--- src/rtl/qam_pkg.sv ---
// Shared definitions for the serial test-data generator / checker pair and the QAM path.
package qam_pkg;

  localparam int              ADAT_PATTERN_W = 28;
  localparam logic [27:0]     ADAT_PATTERN   = 28'h6CC1555;
  localparam int              SYM_W          = 4;

  typedef enum logic [1:0] {
    HUNT   = 2'd0,
    CHECK  = 2'd1,
    LOCKED = 2'd2
  } adat_state_t;

endpackage

--- src/rtl/adat_check_if.sv ---
// Serial test-data link between the stream source and the checker.
// master: drives the serial bit, strobe and error clear; slave: the checker.
interface adat_check_if #(
  parameter int SYM_W = 4,
  parameter int ERR_W = 16
);
  logic             adat_be;
  logic             data_change;
  logic             clr_err;
  logic [SYM_W-1:0] symbol;
  logic             symbol_valid;
  logic             locked;
  logic             err_pulse;
  logic [ERR_W-1:0] bit_err_cnt;

  modport master (
    output adat_be, data_change, clr_err,
    input  symbol, symbol_valid, locked, err_pulse, bit_err_cnt
  );

  modport slave (
    input  adat_be, data_change, clr_err,
    output symbol, symbol_valid, locked, err_pulse, bit_err_cnt
  );
endinterface

--- src/rtl/adat_edge_det.sv ---
// Rising-edge detector for the new-bit strobe; a strobe held high yields one pulse.
module adat_edge_det (
  input  logic clock,
  input  logic reset,
  input  logic strobe,
  output logic rise
);
  logic strobe_q;

  // Remember last cycle's strobe level
  always_ff @(posedge clock or negedge reset) begin
    if (!reset) strobe_q <= 1'b0;
    else        strobe_q <= strobe;
  end

  assign rise = strobe & ~strobe_q;
endmodule

--- src/rtl/adat_check.sv ---
// Serial test-pattern checker: hunts for alignment to the fixed pattern, verifies
// one full period, then emits pattern-aligned symbols and counts bit errors.
//
// state  | meaning
// HUNT   | sliding the window, waiting for it to equal the pattern
// CHECK  | aligned once, verifying one full period without error
// LOCKED | verified; emitting symbols and counting bit errors
//
// Build option: define ADAT_CHECK_SAT_EN to make bit_err_cnt saturate at all-ones;
// otherwise it wraps.
module adat_check
  import qam_pkg::*;
#(
  parameter int                    PATTERN_W = ADAT_PATTERN_W,
  parameter logic [PATTERN_W-1:0]  PATTERN   = ADAT_PATTERN,
  parameter int                    SYM_W     = qam_pkg::SYM_W,
  parameter int                    LOSS_THR  = 4,
  parameter int                    ERR_W     = 16
) (
  input  logic         clock,
  input  logic         reset,
  adat_check_if.slave  bus
);
  localparam int PTR_W = $clog2(PATTERN_W);
  localparam int PER_W = $clog2(LOSS_THR + 1);

  adat_state_t          state;
  logic [PATTERN_W-1:0] window, window_next;
  logic [PTR_W-1:0]     ptr, ptr_next;
  logic [PER_W-1:0]     per_err;
  logic [SYM_W-1:0]     asm_q, sym_next, symbol_q;
  logic                 symbol_valid_q, locked_q, err_pulse_q;
  logic [ERR_W-1:0]     err_cnt, err_base;
  logic                 sample, bit_in, mismatch, at_wrap, sym_boundary;

  adat_edge_det u_edge (
    .clock  (clock),
    .reset  (reset),
    .strobe (bus.data_change),
    .rise   (sample)
  );

  function automatic logic [ERR_W-1:0] cnt_inc(input logic [ERR_W-1:0] v);
`ifdef ADAT_CHECK_SAT_EN
    return (v == '1) ? v : v + 1'b1;
`else
    return v + 1'b1;
`endif
  endfunction

  // Next window, expected-bit compare, pointer wrap and symbol boundary
  always_comb begin
    bit_in       = bus.adat_be;
    window_next  = {window[PATTERN_W-2:0], bit_in};
    mismatch     = (bit_in != PATTERN[ptr]);
    at_wrap      = (ptr == '0);
    ptr_next     = at_wrap ? PTR_W'(PATTERN_W - 1) : ptr - 1'b1;
    sym_next     = {asm_q[SYM_W-2:0], bit_in};
    sym_boundary = ((int'(ptr) % SYM_W) == 0);
    // A clear in the same cycle as an error is applied before the increment
    err_base     = bus.clr_err ? '0 : err_cnt;
  end

  // Alignment FSM, symbol assembler and error counter
  always_ff @(posedge clock or negedge reset) begin
    if (!reset) begin
      state          <= HUNT;
      window         <= '0;
      ptr            <= '0;
      per_err        <= '0;
      asm_q          <= '0;
      symbol_q       <= '0;
      symbol_valid_q <= 1'b0;
      locked_q       <= 1'b0;
      err_pulse_q    <= 1'b0;
      err_cnt        <= '0;
    end else begin
      symbol_valid_q <= 1'b0;
      err_pulse_q    <= 1'b0;
      err_cnt        <= err_base;
      if (sample) begin
        window <= window_next;
        case (state)
          HUNT: begin
            if (window_next == PATTERN) begin
              state <= CHECK;
              ptr   <= PTR_W'(PATTERN_W - 1);
            end
          end
          CHECK: begin
            if (mismatch) begin
              state <= HUNT;
            end else begin
              ptr <= ptr_next;
              // Last pattern bit verified: a full clean period has been seen
              if (at_wrap) begin
                state    <= LOCKED;
                locked_q <= 1'b1;
                per_err  <= '0;
              end
            end
          end
          LOCKED: begin
            ptr   <= ptr_next;
            asm_q <= sym_next;
            if (mismatch) begin
              err_pulse_q <= 1'b1;
              err_cnt     <= cnt_inc(err_base);
            end
            if (mismatch && (per_err == PER_W'(LOSS_THR - 1))) begin
              state    <= HUNT;
              locked_q <= 1'b0;
              window   <= '0;
              asm_q    <= '0;
              per_err  <= '0;
            end else begin
              if (sym_boundary) begin
                symbol_q       <= sym_next;
                symbol_valid_q <= 1'b1;
              end
              if (at_wrap)       per_err <= '0;
              else if (mismatch) per_err <= per_err + 1'b1;
            end
          end
          default: state <= HUNT;
        endcase
      end
    end
  end

  assign bus.symbol       = symbol_q;
  assign bus.symbol_valid = symbol_valid_q;
  assign bus.locked       = locked_q;
  assign bus.err_pulse    = err_pulse_q;
  assign bus.bit_err_cnt  = err_cnt;
endmodule
--- src/flat_wrapper.sv ---
// flat-port wrapper written by rule: the top's interface ports become plain ports
module adat_check_flat import qam_pkg::*;
#(
  parameter int                    PATTERN_W = ADAT_PATTERN_W,
  parameter logic [PATTERN_W-1:0]  PATTERN   = ADAT_PATTERN,
  parameter int                    SYM_W     = qam_pkg::SYM_W,
  parameter int                    LOSS_THR  = 4,
  parameter int                    ERR_W     = 16
)
  (clock, reset, bus_adat_be, bus_data_change, bus_clr_err, bus_symbol, bus_symbol_valid, bus_locked, bus_err_pulse, bus_bit_err_cnt);
  adat_check_if #(.SYM_W(SYM_W), .ERR_W(ERR_W)) bus_i ();
  input  logic clock;
  input  logic reset;
  input wire logic [$bits(bus_i.adat_be)-1:0] bus_adat_be;
  input wire logic [$bits(bus_i.data_change)-1:0] bus_data_change;
  input wire logic [$bits(bus_i.clr_err)-1:0] bus_clr_err;
  output wire logic [$bits(bus_i.symbol)-1:0] bus_symbol;
  output wire logic [$bits(bus_i.symbol_valid)-1:0] bus_symbol_valid;
  output wire logic [$bits(bus_i.locked)-1:0] bus_locked;
  output wire logic [$bits(bus_i.err_pulse)-1:0] bus_err_pulse;
  output wire logic [$bits(bus_i.bit_err_cnt)-1:0] bus_bit_err_cnt;
  assign bus_i.adat_be = bus_adat_be;
  assign bus_i.data_change = bus_data_change;
  assign bus_i.clr_err = bus_clr_err;
  assign bus_symbol = bus_i.symbol;
  assign bus_symbol_valid = bus_i.symbol_valid;
  assign bus_locked = bus_i.locked;
  assign bus_err_pulse = bus_i.err_pulse;
  assign bus_bit_err_cnt = bus_i.bit_err_cnt;
  adat_check #(.PATTERN_W(PATTERN_W), .PATTERN(PATTERN), .SYM_W(SYM_W), .LOSS_THR(LOSS_THR), .ERR_W(ERR_W)) u_core (.clock(clock), .reset(reset), .bus(bus_i));
endmodule
--- config.mk ---
export PLATFORM = sky130hd
export DESIGN_NAME = adat_check_flat
export DESIGN_NICKNAME = d
export VERILOG_FILES = /design/src/rtl/qam_pkg.sv /design/src/rtl/adat_check_if.sv /design/src/rtl/adat_edge_det.sv /design/src/rtl/adat_check.sv /design/src/flat_wrapper.sv
export SDC_FILE = /design/constraint.sdc
export NUM_CORES = 1
export LEC_CHECK = 0
export ABC_CLOCK_PERIOD_IN_PS = 2800
export CORE_UTILIZATION = 55
export CTS_CLUSTER_DIAMETER = 40
export CTS_CLUSTER_SIZE = 25
export DETAILED_ROUTE_END_ITERATION = 12
export PLACE_DENSITY = 0.84
export SYNTH_ARGS = -nofsm -noshare
export SYNTH_HDL_FRONTEND = slang
export SYNTH_SLANG_ARGS = --single-unit
--- constraint.sdc ---
create_clock -name clock -period 2.8 [get_ports clock]
set_input_delay 0.7 -clock clock [delete_from_list [all_inputs] [get_ports clock]]
set_output_delay 0.7 -clock clock [all_outputs]
set_load 0.01 [all_outputs]
==> flow_metrics.tcl, run 1 <==
set metrics [dict create \
    cp.arrival_ns 2.76 \
    cpMaxStageDelayCell "dfrtp_1" \
    wl_met1_um 3030 \
    placed_cell_area_sq_um 3570 \
    syn_area_sq_um 3160 \
    avgViaCountPerCell 6.00 \
    fmax_mhz 396 \
    critPathKind "reg2reg" \
    post-synth-top-count-cell "dfrtp_1" \
    cts_root_buffer "clkbuf_8" \
    crit_cells 8 \
    io_buffers 27 \
    finalWirelength_um 6590 \
    min_path_type "in2async" \
    synth_fp_nets 301 \
    start_kind "register" \
    synth_area_per_cell_sq_um 11.0 \
    syn_inst 288 \
    synth-edff-count 0 \
    clk_pin_slew_worst_paths_ns 0.06 \
    fp.dieH_um 77.8 \
    grt_antenna_before_repair 0 \
    clock_sinks 64 \
    crit_chain "inv_1 > ha_1 > mux2i_1 > and2_1 > or3_1 > buf_4 > a21oi_2 > mux2_2" \
    clock_latency_ns 0.35 \
    cts_tree "done" \
    drtPass1Iterations 5 \
    synthArstFlopShare_pct 100 \
    overflow 0 \
    grt_pass1_vias 2329 \
    cts_hold_buf 0 \
    yosysTopAreaCellShare_pct 50.6 \
    cp_top_family "simple AND/OR/NAND/NOR gates" \
    max_stage_delay_ns 0.41 \
    ant_nets 0 \
    final_util_pct 68.0 \
    cts_max_level 3 \
    yosysSeqAreaShare_pct 50.6 \
    synthTopCellsByCount "dfrtp_1 (64), a22o_1 (28), nand2_1 (23)" \
    grt_pass1_wl_um 11100 \
    start_util_pct 57.1 \
    num_io_pins 28 \
    setup_viol 0 \
    design.die.area_sq_um 6060 \
    rows 27 \
    ys_types 51 \
    fin_crit_sh_pct 90.2 \
    die_x_um 77.8 \
    grt.total_usage_pct 24.3 \
    ys_seq_elements 64 \
    remaining_drc_errors 0 \
    report.final.slew_viol_count 0 \
    crit_fanout 5 \
    vias 2430 \
    stdcell_area_sq_um 3770 \
    highest_layer "met4" \
    tns_ns 0 \
    finalPower_mw 1.89 \
    cts_setup_buffers 0 \
    cts_resized 0 \
    worstReg2RegStart "u_core.ptr[1]" \
    synthFlopType "dfrtp_1" \
    drive_gt1_share_pct 13.2 \
    final.fill_count 427 \
    cellLeakagePower_nw 1.61 \
    vdd_drop_max_v 0.000411 \
    yosysWarnings 0 \
    wl_met2_um 3020 \
    core-area_sq_um 5540 \
    diodes 0 \
    finClkSkew_ns 0.00701 \
    clockBufferDepth 2 \
    reg2regPathDepth 8 \
    gp_routability_congestion 0.940 \
    fin_nets 342 \
    rsz0062_at_grt "false" \
    drv_cap 0 \
    yosys.area.top_type "dfrtp_1" \
    max_slew.worst_pin.slew_ns 0.844 \
    cts_buffers 9 \
    dr_wl_met3_um 390 \
    post_drt_wl_per_cell_um 16.3 \
    synth.area.top_cells "dfrtp_1 (51%), a22o_1 (7.8%), ha_1 (3.2%), xnor2_1 (2.8%), nand2_1 (2.7%)" \
    pwr_density_cell_nw_per_um2 503 \
    hold-worst-slack_ns 0.342 \
    crit_buf_inv 2 \
    grt_max_degree 65 \
    critPathRequiredTime_ns 3.04 \
    dp.final_hpwl_um 4390 \
    crit_start "u_core.ptr[1]" \
    hold_viol 0 \
    fin_crit_ns 2.53 \
    areaGrowthSynthToFinish_pct 19.1 \
    cp-end-kind "register" \
    max_slew_margin_pct 43.1 \
    drt-initial-drc-count 245 \
    status "completed" \
]
[sequential cells by signal (all words and copies together), names as in the netlist]
| register | count |
|---|---|
| u_core.window | 27 |
| u_core.bus.locked | 1 |
| u_core.per_err | 3 |
| u_core.bus.err_pulse | 1 |
| u_core.bus.bit_err_cnt | 16 |
| u_core.ptr | 5 |
| u_core.bus.symbol | 4 |
| u_core.u_edge.strobe_q | 1 |
| u_core.state | 2 |
| u_core.asm_q | 3 |
| u_core.bus.symbol_valid | 1 |
[cell type report]
class,instances,area [sq um],area share [%]
repair buffers,41,383,10.2
multi-input cells,203,1470,38.9
clock inverters,3,42.5,1.13
flip-flops and latches,64,1600,42.5
inverters,10,37.5,0.997
clock buffers,12,145,3.85
well taps,72,90.1,2.39
[worst paths after layout]
kind                                                  end  slack, ns
worst max-delay path            u_core.bus.bit_err_cnt[1]       0.27
worst min-delay path              u_core.bus.symbol_valid       0.34
worst max register to register  u_core.bus.bit_err_cnt[1]       0.27
worst min register to register            u_core.asm_q[2]       0.49
max in group asynchronous                u_core.window[7]       2.17
min in group clock                        u_core.asm_q[2]       0.49
[cells by family (layout without fill, tap and decap cells)]
| kind of cell | Yosys count | after routing | share of synthesized area [%] |
|---|---|---|---|
| AO/OA/AOI/OAI | 73 | 73 | 17.6 |
| XOR/XNOR | 11 | 11 | 3.05 |
| adder cells (fa/ha/maj) | 8 | 8 | 3.16 |
| buffers and inverters | 21 | 66 | 3.24 |
| flip-flops | 64 | 64 | 50.6 |
| multiplexers | 13 | 13 | 4.59 |
| AND/OR/NAND/NOR | 98 | 98 | 17.8 |
[metrics by stage]
| step | cells | worst slack, ns |
|---|---|---|
| finish | 405 | 0.274 |
| detailed placement | 390 | -0.0118 |
| global placement | 390 | 0.0793 |
| floorplan | 288 | 0.439 |
| CTS | 405 | 0.0182 |
| global route | 405 | 0.0908 |
[layer usage]
metal  vias to the layer above  track usage (%)
li1                       1139                -
met1                      1179             34.9
met2                        97             34.2
met3                        15             6.35
met4                         0             11.1
met5                         -                0
[power by group]
part / internal [mW] / total [mW] / switching, mW
Sequential: 0.973 / 1.01 / 0.0394
Combinational: 0.0562 / 0.111 / 0.0547
Clock: 0.429 / 0.770 / 0.341
Total: 1.46 / 1.89 / 0.435
[cells in the final DEF, fill, tap and decap left out, types with 4 or more instances in the layout]
cell type	synthesis	final
a21oi_1	14	14
a22o_1	28	28
buf_4	0	13
clkbuf_8	0	10
clkdlybuf4s50_1	0	26
dfrtp_1	64	64
ha_1	8	8
inv_1	10	10
mux2_2	6	6
mux2i_1	4	4
nand2_1	23	23
nand3_1	12	12
nand3b_1	5	5
nand4b_1	4	4
nor2_1	12	12
nor2b_1	9	9
nor3_1	5	5
o21ai_0	10	10
or3_1	4	4
xnor2_1	10	10
Power figures use the tool's default switching activity.
==> run 2, diff against run 1 <==
Settings changed: ABC_AREA from default to 1, PLACE_DENSITY 0.84 to 0.83.
==> flow_metrics.tcl, run 2 <==
set metrics [dict create \
    status "completed" \
    r2r_slack_ns 0.83 \
    die_x_um 79.5 \
    dp.final_hpwl_um 4570 \
    finalWirelength_um 6570 \
    finalPower_mw 2.99 \
    rsz0062_at_grt "false" \
    cpMaxStageDelayCell "clkdlybuf4s50_1" \
    largest_reg_flops 27 \
    cts_resized 0 \
    rows 27 \
    num_io_pins 28 \
    fin_crit_sh_pct 80.8 \
    clk_pin_slew_worst_paths_ns 0.08 \
    cts_setup_buffers 0 \
    cts_buffers 9 \
    drive_gt1_share_pct 9.62 \
    clockBufferDepth 2 \
    clock_latency_ns 0.34 \
    crit_chain "clkdlybuf4s50_1 > nor2_1 > ha_1 > nand3_1 > nor2_1 > nand3_1 > nor2_4 > nand2_1 > xor2_1" \
    crit_buf_inv 1 \
    yosysWarnings 0 \
    io_buffers 27 \
    yosys.area.top_type "dfrtp_1" \
    design.die.area_sq_um 6320 \
    report.final.slew_viol_count 0 \
    tns_ns 0 \
    cellLeakagePower_nw 1.93 \
    cts_root_buffer "clkbuf_8" \
    crit_fanout 6 \
    min_path_type "in2async" \
    synth_area_per_cell_sq_um 8.09 \
    grt_antenna_before_repair 0 \
    syn_inst 408 \
    start_kind "input pin" \
    post-synth-top-count-cell "nand2_1" \
    clock_sinks 64 \
    yosysTopAreaCellShare_pct 48.5 \
    wl_met1_um 2960 \
    ys_types 30 \
    drv_cap 0 \
    grt.total_usage_pct 23.9 \
    max_slew.worst_pin.slew_ns 0.670 \
    final_common_cell "nand2_1" \
    finClkSkew_ns 0.0117 \
    yosysSeqAreaShare_pct 48.5 \
    grt_pass1_wl_um 11600 \
    fin_crit_ns 2.26 \
    ant_nets 0 \
    diodes 0 \
    grt_max_degree 43 \
    cp-end-kind "register" \
    cp.arrival_ns 2.50 \
    cts_tree "done" \
    largest-register "u_core.window" \
    cts_hold_buf 0 \
    gp_routability_congestion 0.858 \
    max_slew_margin_pct 55.4 \
    fin_nets 455 \
    highest_layer "met4" \
    max_stage_delay_ns 0.54 \
    core-area_sq_um 5640 \
    overflow 0 \
    final_util_pct 68.4 \
    setup_viol 0 \
    start_util_pct 58.5 \
    vdd_drop_max_v 0.000560 \
    ys_seq_elements 64 \
    dr_wl_met3_um 248 \
    hold_viol 0 \
    fmax_mhz 442 \
    synthFlopType "dfrtp_1" \
    grt_pass1_vias 2748 \
    wl_met2_um 3240 \
    avgViaCountPerCell 5.29 \
    cp_top_family "simple AND/OR/NAND/NOR gates" \
    post_drt_wl_per_cell_um 12.7 \
    synth_fp_nets 421 \
    cts_max_level 3 \
    vias 2744 \
    fp.dieH_um 79.5 \
    crit_start "bus_clr_err" \
    drt-initial-drc-count 183 \
    remaining_drc_errors 0 \
    layout_common_cells "nand2_1 (109), dfrtp_1 (64), inv_1 (58), nand3_1 (51), nor2_1 (34)" \
    critPathKind "in2reg" \
    synth.area.top_cells "dfrtp_1 (49%), nand2_1 (12%), nand3_1 (7.7%), inv_1 (6.6%), nor2_1 (3.9%)" \
    areaGrowthSynthToFinish_pct 16.9 \
    synthArstFlopShare_pct 100 \
    synth-edff-count 0 \
    worstReg2RegStart "u_core.ptr[0]" \
    pwr_density_cell_nw_per_um2 776 \
    drtPass1Iterations 4 \
    synthTopCellsByCount "nand2_1 (109), dfrtp_1 (64), inv_1 (58)" \
    critPathRequiredTime_ns 3.03 \
    syn_area_sq_um 3300 \
]
-- run 2: changes by cell type in the layout (fill, tap and decap cells not counted), sizes merged, moves of 11 or more --
| cell | change |
|---|---|
| nand2 | +94 |
| a21oi | -17 |
| nor2 | +28 |
| a22o | -28 |
| o21ai | +11 |
| inv | +50 |
| nand3 | +45 |
-- run 2: cell type report --
cell class | instances | area (sq um)
repair buffers | 32 | 315
multi-input cells | 274 | 1410
clock buffers | 11 | 131
well taps | 72 | 90.1
inverters | 61 | 229
flip-flops and latches | 64 | 1600
fillers | 423 | 1780
clock inverters | 5 | 81.3
-- run 2: cells by family after synthesis --
logic type,count (synthesis),synth area share (%)
AOI/OAI and AO/OA,26,4.05
xor gates and xnor gates,12,3.18
and+or+nand+nor,228,32.5
adders and majority gates,8,3.03
DFF,64,48.5
buffers and inverters,70,8.72
-- run 2: path summary, 6_finish.rpt --
kind                                                   end  cells after the start
max in group asynchronous                u_core.per_err[1]                      2
worst min-delay path                      u_core.window[6]                      1
worst min register to register           u_core.per_err[1]                      2
min in group clock                       u_core.per_err[1]                      2
worst max register to register            u_core.window[4]                     10
worst max-delay path            u_core.bus.bit_err_cnt[10]                      9
-- run 2: report_power, final --
group / switching (mW) / leakage (nW) / internal, mW
combinational: 0.541 / 0.984 / 0.330
sequential: 0.146 / 0.847 / 1.11
clock: 0.363 / 0.104 / 0.502
-- run 2: per-stage QoR --
stage	hold slack, ns	cell area [sq um]	cells	setup slack, ns
final	0.384	3860	519	0.537
after global routing	0.427	3860	519	0.435
after CTS	0.400	3860	519	0.589
after detailed placement	0.470	3650	503	0.229
after global placement	0.467	3650	503	0.299
after floorplan	0.404	3300	408	0.826
-- run 2: per-layer routing --
layer,global-route usage [%],vias up
met1,27.8,1316
met5,0,-
li1,-,1354
met2,41.6,58
met3,5.94,16
met4,10.2,0
==> run 3, diff against run 2 <==
Settings changed: ABC_CLOCK_PERIOD_IN_PS 2800 to 2100.
Clock period 2.8 ns to 2.1 ns, I/O delays scaled along.
==> flow_metrics.tcl, run 3 (synthesis results as in run 2) <==
set metrics [dict create \
    rsz0062_at_grt "false" \
    max_slew_margin_pct 75.6 \
    finalWirelength_um 7240 \
    max_slew.worst_pin.slew_ns 0.363 \
    crit_fanout 28 \
    grt_max_degree 43 \
    min_path_type "in2async" \
    fin_nets 481 \
    grt_pass1_wl_um 12300 \
    grt.total_usage_pct 25.4 \
    start_util_pct 58.5 \
    largest_reg_flops 27 \
    core-area_sq_um 5640 \
    grt_antenna_before_repair 0 \
    critPathRequiredTime_ns 2.33 \
    drive_gt1_share_pct 16.1 \
    gp_routability_congestion 0.863 \
    hold-worst-slack_ns 0.151 \
    cts_buffers 9 \
    clock_latency_ns 0.35 \
    layout_common_cells "nand2_1 (109), dfrtp_1 (64), inv_1 (58), nand3_1 (51)" \
    post_drt_wl_per_cell_um 13.3 \
    clock_sinks 64 \
    max_stage_delay_ns 0.40 \
    cts_hold_buf 0 \
    cts_resized 0 \
    cp-end-kind "register" \
    fin_ws_ns 0.138 \
    stdcell_area_sq_um 4110 \
    cts_root_buffer "clkbuf_8" \
    critPathKind "reg2reg" \
    fp.dieH_um 79.5 \
    diodes 0 \
    dp.final_hpwl_um 4930 \
    design.die.area_sq_um 6320 \
    placed_cell_area_sq_um 3860 \
    final_common_cell "nand2_1" \
    report.final.slew_viol_count 0 \
    final.fill_count 392 \
    cts_max_level 3 \
    drtPass1Iterations 5 \
    hold_viol 0 \
    drt-initial-drc-count 249 \
    fin_crit_sh_pct 93.4 \
    rows 27 \
    fin_crit_ns 1.96 \
    io_buffers 27 \
    fmax_mhz 510 \
    cpMaxStageDelayCell "dfrtp_1" \
    die_x_um 79.5 \
    finClkSkew_ns 0.0117 \
    status "completed" \
    cellLeakagePower_nw 2.08 \
    setup_viol 0 \
    areaGrowthSynthToFinish_pct 24.3 \
    vias 2882 \
    multiInputGateArea_sq_um 1430 \
    cp_top_family "simple AND/OR/NAND/NOR gates" \
    largest-register "u_core.window" \
    remaining_drc_errors 0 \
    vdd_drop_max_v 0.000734 \
    ant_nets 0 \
    avgViaCountPerCell 5.29 \
    start_kind "register" \
    crit_chain "inv_1 > ha_1 > nand2_1 > nand3_2 > nand2_2 > nand2_2 > nand2_4 > nand3_4 > nand3_1 > o21ai_0" \
    pwr_density_cell_nw_per_um2 1010 \
    clockBufferDepth 2 \
    num_io_pins 28 \
    tns_ns 0 \
    cp.arrival_ns 2.19 \
    clk_pin_slew_worst_paths_ns 0.08 \
    register_area_sq_um 1600 \
    overflow 0 \
    crit_top_cell "nand2_2" \
    drv_cap 0 \
    grt_pass1_vias 2819 \
    crit_start "u_core.ptr[0]" \
    crit_buf_inv 1 \
    pre_cts_ws_ns -0.231 \
    cts_tree "done" \
    cts_setup_buffers 0 \
    worstReg2RegStart "u_core.ptr[0]" \
]
## run 3: final timing paths
path / endpoint / slack, ns / cells after the start
max in group asynchronous: u_core.ptr[0] / 1.66 / 2
hold reg to reg: u_core.bus.symbol[1] / 0.49 / 2
setup / recovery: u_core.window[0] / 0.14 / 10
hold / removal: u_core.window[5] / 0.15 / 2
setup reg to reg: u_core.window[0] / 0.14 / 10
min in group clock: u_core.bus.symbol[1] / 0.49 / 2
## run 3: power by group
group | switching, mW | internal, mW
Sequential | 0.198 | 1.48
Combinational | 0.751 | 0.479
Clock | 0.517 | 0.704
Total | 1.47 | 2.67
## run 3: through the flow
step / cells / total power [mW] / util [%]
2_1_floorplan: 408 / 2.52 / -
3_3_place_gp: 529 / 2.83 / 68.4
3_5_place_dp: 529 / 2.91 / 68.4
6_report: 545 / 4.13 / 72.8
4_1_cts: 545 / 4.12 / 72.4
5_1_grt: 545 / 4.39 / 72.8
## run 3: layout make-up
cell class	instances	area share [%]
multi-input cells	274	34.8
clock inverters	6	2.22
flip-flops and latches	64	39.0
well taps	72	2.19
repair buffers	58	12.8
inverters	61	5.58
clock buffers	10	3.35
## run 3: per-layer routing
| metal | vias up | part of all wire [%] | wire length (um) | GRT usage, % |
|---|---|---|---|---|
| met5 | - | 0 | 0 | 0 |
| met4 | 0 | 1.7 | 121 | 10.2 |
| met3 | 16 | 4.0 | 290 | 6.29 |
| met2 | 79 | 51 | 3690 | 43.0 |
| met1 | 1384 | 43 | 3140 | 31.0 |
| li1 | 1403 | - | - | - |
## run 3: worst reg2reg max path, cell delays in order (launching register included)
cell and delay (ns):
dfrtp_1 0.40, inv_1 0.09, ha_1 0.31, nand2_1 0.09, nand3_2 0.13, nand2_2 0.12, nand2_2 0.07, nand2_4 0.10
nand3_4 0.27, nand3_1 0.18, o21ai_0 0.09
